`src/rtl/fsm_button_conditioner_if.sv`:
```
// fsm_button_conditioner_if: raw pushbutton inputs and conditioned FSM controls
//   key_pause_n   raw pause pushbutton, active-low, asynchronous
//   key_restart_n raw restart pushbutton, active-low, asynchronous
//   pause         registered pause level
//   restart       registered one-cycle restart pulse
interface fsm_button_conditioner_if;
    logic key_pause_n;
    logic key_restart_n;
    logic pause;
    logic restart;
    modport master (output key_pause_n, key_restart_n, input pause, restart);
    modport slave (input key_pause_n, key_restart_n, output pause, restart);
endinterface

```
`src/rtl/fsm_button_conditioner.sv`:
```
// fsm_button_conditioner: synchronise and debounce two pushbuttons into pause/restart controls
//   clk  system clock, rising edge
//   rst  synchronous active-high reset
//   bus  slave side: key_pause_n/key_restart_n in, pause/restart out
module fsm_button_conditioner #(
    parameter int DEBOUNCE_CYCLES = 16,
    parameter bit PAUSE_TOGGLE    = 1'b1
) (
    input logic                     clk,
    input logic                     rst,
    fsm_button_conditioner_if.slave bus
);
    localparam int CW = $clog2(DEBOUNCE_CYCLES) > 1 ? $clog2(DEBOUNCE_CYCLES) : 1;
    localparam logic [CW-1:0] LAST = CW'(DEBOUNCE_CYCLES - 1);
    // bit 0 = pause channel, bit 1 = restart channel
    logic [1:0] key, s1, s2, db, hit, press, db_nxt;
    logic [CW-1:0] cnt [2];
    logic pause_q, restart_q;
    assign key = ~{bus.key_restart_n, bus.key_pause_n};
    always_comb begin
        hit = '0;
        for (int c = 0; c < 2; c++) hit[c] = (s2[c] != db[c]) && (cnt[c] == LAST);
        press  = hit & s2;
        db_nxt = db ^ hit;
    end
    always_ff @(posedge clk) begin
        if (rst) begin
            s1        <= '0;
            s2        <= '0;
            db        <= '0;
            for (int c = 0; c < 2; c++) cnt[c] <= '0;
            pause_q   <= 1'b0;
            restart_q <= 1'b0;
        end else begin
            s1        <= key;
            s2        <= s1;
            db        <= db_nxt;
            // any sample matching db breaks the run, so bounces never accumulate
            for (int c = 0; c < 2; c++) cnt[c] <= (s2[c] == db[c] || hit[c]) ? '0 : cnt[c] + 1'b1;
            restart_q <= press[1];
            // a restart press takes priority over a simultaneous pause press
            pause_q   <= PAUSE_TOGGLE ? (!press[1] && (pause_q ^ press[0])) : db_nxt[0];
        end
    end
    assign bus.pause   = pause_q;
    assign bus.restart = restart_q;
endmodule

```
`src/flat_wrapper.sv`:
```
// flat-port wrapper written by rule: the top's interface ports become plain ports
module fsm_button_conditioner_flat 
#(
    parameter int DEBOUNCE_CYCLES = 16,
    parameter bit PAUSE_TOGGLE    = 1'b1
)
  (clk, rst, bus_key_pause_n, bus_key_restart_n, bus_pause, bus_restart);
  fsm_button_conditioner_if bus_i ();
  input logic clk;
  input logic rst;
  input wire logic [$bits(bus_i.key_pause_n)-1:0] bus_key_pause_n;
  input wire logic [$bits(bus_i.key_restart_n)-1:0] bus_key_restart_n;
  output wire logic [$bits(bus_i.pause)-1:0] bus_pause;
  output wire logic [$bits(bus_i.restart)-1:0] bus_restart;
  assign bus_i.key_pause_n = bus_key_pause_n;
  assign bus_i.key_restart_n = bus_key_restart_n;
  assign bus_pause = bus_i.pause;
  assign bus_restart = bus_i.restart;
  fsm_button_conditioner #(.DEBOUNCE_CYCLES(DEBOUNCE_CYCLES), .PAUSE_TOGGLE(PAUSE_TOGGLE)) u_core (.clk(clk), .rst(rst), .bus(bus_i));
endmodule
```
`config.mk`:
```
export PLATFORM = sky130hd
export DESIGN_NAME = fsm_button_conditioner_flat
export DESIGN_NICKNAME = d
export VERILOG_FILES = /design/src/rtl/fsm_button_conditioner_if.sv /design/src/rtl/fsm_button_conditioner.sv /design/src/flat_wrapper.sv
export SDC_FILE = /design/constraint.sdc
export NUM_CORES = 1
export LEC_CHECK = 0
export CAP_MARGIN = 30
export CELL_PAD_IN_SITES_DETAIL_PLACEMENT = 2
export CELL_PAD_IN_SITES_GLOBAL_PLACEMENT = 2
export CORE_UTILIZATION = 29
export CTS_CLUSTER_DIAMETER = 150
export DETAILED_ROUTE_END_ITERATION = 6
export GPL_TIMING_DRIVEN = 0
export HOLD_SLACK_MARGIN = 0.08
export PLACE_DENSITY = 0.69
export SLEW_MARGIN = 10
export SYNTH_ARGS = -nofsm -noshare
export SYNTH_HDL_FRONTEND = slang
export SYNTH_SLANG_ARGS = --single-unit
```
`constraint.sdc`:
```
create_clock -name clk -period 1.3 [get_ports clk]
set_input_delay 0.26 -clock clk [delete_from_list [all_inputs] [get_ports clk]]
set_output_delay 0.26 -clock clk [all_outputs]
set_load 0.01 [all_outputs]
```
After elaboration in Yosys (flattened, before gate mapping)
Memory sizes are Yosys's and may differ from the RTL's. Index checks and enable logic that the tools add are counted.

Bits in writable memories: 8. Memories kept: 1. Input port bits: 4. Word-level logic and storage cells: 33. Flip-flop bits (word level): 8.

Memory list: u_core.cnt (depth 2, width 4, rd ports 2, clocked after Yosys merged registers in 0, wr ports 2, RTL line fsm_button_conditioner.sv:17) `logic [CW-1:0] cnt [2];`.

Reduce and logical (&&, ||, !) cells: 6. Eq/ne operators: 6. Bitwise operators: 6. $add $sub $neg: 2. Multiplexer cells: 7.

Operators with widths (number): two-way mux 4 bit (4); adder 4 x 1 -> 4 bit (second input constant) (2); == test 4 bit (second input constant) (2); logical AND 1 bit (3); two-way mux 1 bit (3); bitwise AND 2 bit (1); == test 1 bit (2); logical OR 1 bit (2); inequality test 1 bit (2); inverter 2 bit (1); OR 1 bit (2); XOR 2 bit (1); logical NOT 1 bit (1); XOR 1 bit (1).

Logic depth before layout (Yosys ltp)
Word-level depth: 5. Mapped depth: 4.

Worst setup path after synthesis
No wires, ideal clock.

Path type: register -> register. Start point: memory u_core.cnt[0][0] in the netlist's numbering. End point: register u_core.pause_q, in the netlist u_core.bus.pause. Stages on the path, launching flop included: 5. Path buffers: 0. Arrival: 1168 ps. Slack: 52 ps. Required time: 1221 ps. Path through: dfxtp_1 ha_1 nand3_2 or3_1 a211oi_2.

RTL lines: start: declaration (RTL line fsm_button_conditioner.sv:17); end signal: assignment (RTL line fsm_button_conditioner.sv:42) `pause_q <= PAUSE_TOGGLE ? (!press[1] && (pause_q ^ press[0])) : db_nxt[0];`; end: declaration (RTL line fsm_button_conditioner.sv:18) `logic pause_q, restart_q;`.

==> results.txt <==
----------------------------------------------------
[Outcome]
  Status ... finished, final reports clean

[Power]
  Power density normalized to cell area ... 1180 mW/mm2
  Leakage ... 0.287 nW
  Worst voltage drop across the vdd grid ... 828 uV
  Overall power ... 0.846 mW

[Timing]
  Setup slack of the critical path after layout ... 0.0639 ns
  Total setup violations reported at the end of the flow ... 0
  Number of pins with negative max-slew slack in the final report ... 0
  Max-Slew Margin vs Limit ... 80.4%
  Number of hold violations in the final report ... 0
  RSZ-0062 raised after global routing ... false
  Final worst path period share ... 95.1%
  Period minus WS final ... 1.24 ns
  Worst clock skew on the final layout ... 0.00164 ns
  Highest clock frequency the design can meet ... 809 MHz
  Final TNS setup ... 0 ns
  Least-Margin Pin Slew ... 0.293 ns

[Logic synthesis]
  Proportion of synthesized chip area in sequential cells ... 56.6%
  Distinct cell type count after synthesis ... 16
  YS warnings ... 0
  Net count after synthesis ... 61
  FF+latch count, synth ... 16
  Syn Area/Cell ... 10.3 um2
  Count of mapped cells out of synthesis ... 55
  Synthesized area ... 566 um2

[Setup path]
  Maximum single-stage delay on the critical path ... 0.38 ns
  Crit Path Category ... reg2reg
  Standard cell with the maximum stage delay on the critical path ... sky130_fd_sc_hd__dfxtp_2
  Ordered cell list for the critical path ... ha_4 > nand3_4 > or3_4 > a211oi_2
  Startpoint kind of the worst setup timing path ... flop
  Required time worst endpoint ... 1.51 ns
  Maximum net fanout on the critical path ... 4
  Endpoint kind of the worst setup timing path ... flop
  WP data arrival ... 1.44 ns

[Job]
  Max-capacitance violation count ... 0

[Final layout]
  Post-synthesis to final-layout area growth ... 27.0%
  Count of nets after finishing ... 71
  Cell area after layout ... 718 um2
  Diodes inserted ... 0
  Commonest cells after routing, fill and taps aside ... sky130_fd_sc_hd__dfxtp_1, sky130_fd_sc_hd__nor2_1, sky130_fd_sc_hd__xor2_1, sky130_fd_sc_hd__nand3_1
  Area used by multi-input combinational logic ... 269 um2
  Fillers ... 199
  Commonest non-fill, non-tap cell in the layout ... sky130_fd_sc_hd__dfxtp_1
  Share of post-route cells with drive strength above 1 ... 18.8%
  Reg area ... 323 um2

[Route]
  Initial DRT Pass Iterations ... 3
  Number of vias in the routed layout ... 385
  Post-Route WL ... 1.02 mm
  Post-DRT Antenna Nets ... 0
  Number of design-rule violations left by the first detailed-router iteration ... 1
  WL/cell ... 11.4 um
  Ratio of routed vias to standard cells ... 4.33
  Total DRC errors in the routed layout ... 0

[Floorplanning]
  Die extent in x ... 46.2 um
  Placement Rows ... 15
  Die area ... 0.00213 mm2
  Core ar. ... 0.00178 mm2
  Top-Level Pins ... 6
  Initial core utilization ... 31.7%
  Y dimension of the die ... 46.2 um

[Global route]
  Via count of the first global-routing pass ... 359
  Gr ovfl total ... 0
  Global router's overall resource usage ... 12.1%
  First-pass GRT wire length ... 1.66 mm
  Antenna violations before repair ... 0
  Largest net degree at the start of global routing ... 10

[Placed design]
  Final HPWL from detailed placement ... 761 um
  Worst setup slack before clock tree synthesis ... -0.136 ns
  Placement Cell Area ... 647 um2
  Gpl congestion ... 0.709
  Buffers added on ports ... 5

[Clock tree]
  Number of buffers added to fix hold violations after cts ... 0
  Setup repair bufs after CTS ... 0
  # clock sinks ... 16
  TritonCTS clock tree ... done
  Total number of H-tree levels ... 1
  Clock input transition at the sequential cells of the worst setup and hold paths ... 0.09 ns
  Bufs on Longest Clock Path ... 2
  Clock buffer count from CTS ... 3
  Latest clock arrival within the worst-skew pair ... 0.28 ns
  Library cell used as clock root buffer ... sky130_fd_sc_hd__clkbuf_4

[Worst hold path]
  Classification of the worst-slack hold path ... reg2reg

----------------------------------------------------
==> worst max-delay path, delay by kind of cell (launching register included) <==
family,cells,cell delay (ns)
and+or+nand+nor,2,0.41
DFF,1,0.38
AOI/OAI and AO/OA,1,0.21
adders and majority gates,1,0.16
==> logic make-up after synthesis <==
kind of cell | share of synthesized area [%]
DFF | 56.6
AOI/OAI and AO/OA | 3.10
buffers and inverters | 1.99
muxes | 3.54
adders and majority gates | 4.42
xor gates and xnor gates | 9.29
and+or+nand+nor | 21.0
==> metal layers <==
layer | wire length [um] | GRT usage [%]
met5 | 0 | 0
met4 | 12 | 5.29
met3 | 53 | 7.06
met2 | 511 | 20.0
met1 | 439 | 12.4
==> through the flow <==
stage / hold WS, ns / utilization [%] / std cells
after global routing: 0.466 / 40.3 / 89
after global placement: 0.420 / 36.3 / 85
after floorplan: 0.327 / - / 55
after CTS: 0.426 / 38.7 / 89
after detailed placement: 0.439 / 36.3 / 85
final: 0.456 / 40.3 / 89
==> where the power goes <==
group	total [mW]	switching [mW]	internal, mW
clock network	0.318	0.148	0.170
registers	0.503	0.00517	0.498
logic	0.0247	0.0109	0.0137
==> cell type report <==
cell class,instances,share of cell area (%)
multi-input cells,36,37.5
repair buffers,5,6.62
flip-flops and latches,16,44.9
inverters,3,1.57
clock buffers,4,5.05
well taps,25,4.36
==> final timing paths <==
path | start | to | slack (ns) | cells past startpoint
setup / recovery | u_core.cnt[0][0] | u_core.bus.pause | 0.06 | 4
hold / removal | u_core.s1[1] | u_core.s2[1] | 0.46 | 1
setup reg to reg | u_core.cnt[0][0] | u_core.bus.pause | 0.06 | 4
hold reg to reg | u_core.s1[1] | u_core.s2[1] | 0.46 | 1
==> synth_stat cells (all sizes together) <==
library cell / instances / area share (%)
a211oi: 1 / 2.2
inv: 3 / 2.0
or3: 1 / 1.1
and2: 1 / 1.1
nor2: 12 / 8.0
nand3: 6 / 6.2
xnor2: 2 / 3.1
dfxtp: 16 / 57
nor3b: 1 / 1.3
nor2b: 2 / 2.2
nand2b: 1 / 1.1
ha: 2 / 4.4
xor2: 4 / 6.2
mux2i: 2 / 3.5
o21ai: 1 / 0.88
==> what timing repair did <==
action	in CTS	in global routing
endpoints found under the setup margin	4	2
pin swaps	1	1
gates resized for setup	6	4
Note: power is estimated with default switching activity, not from simulation.
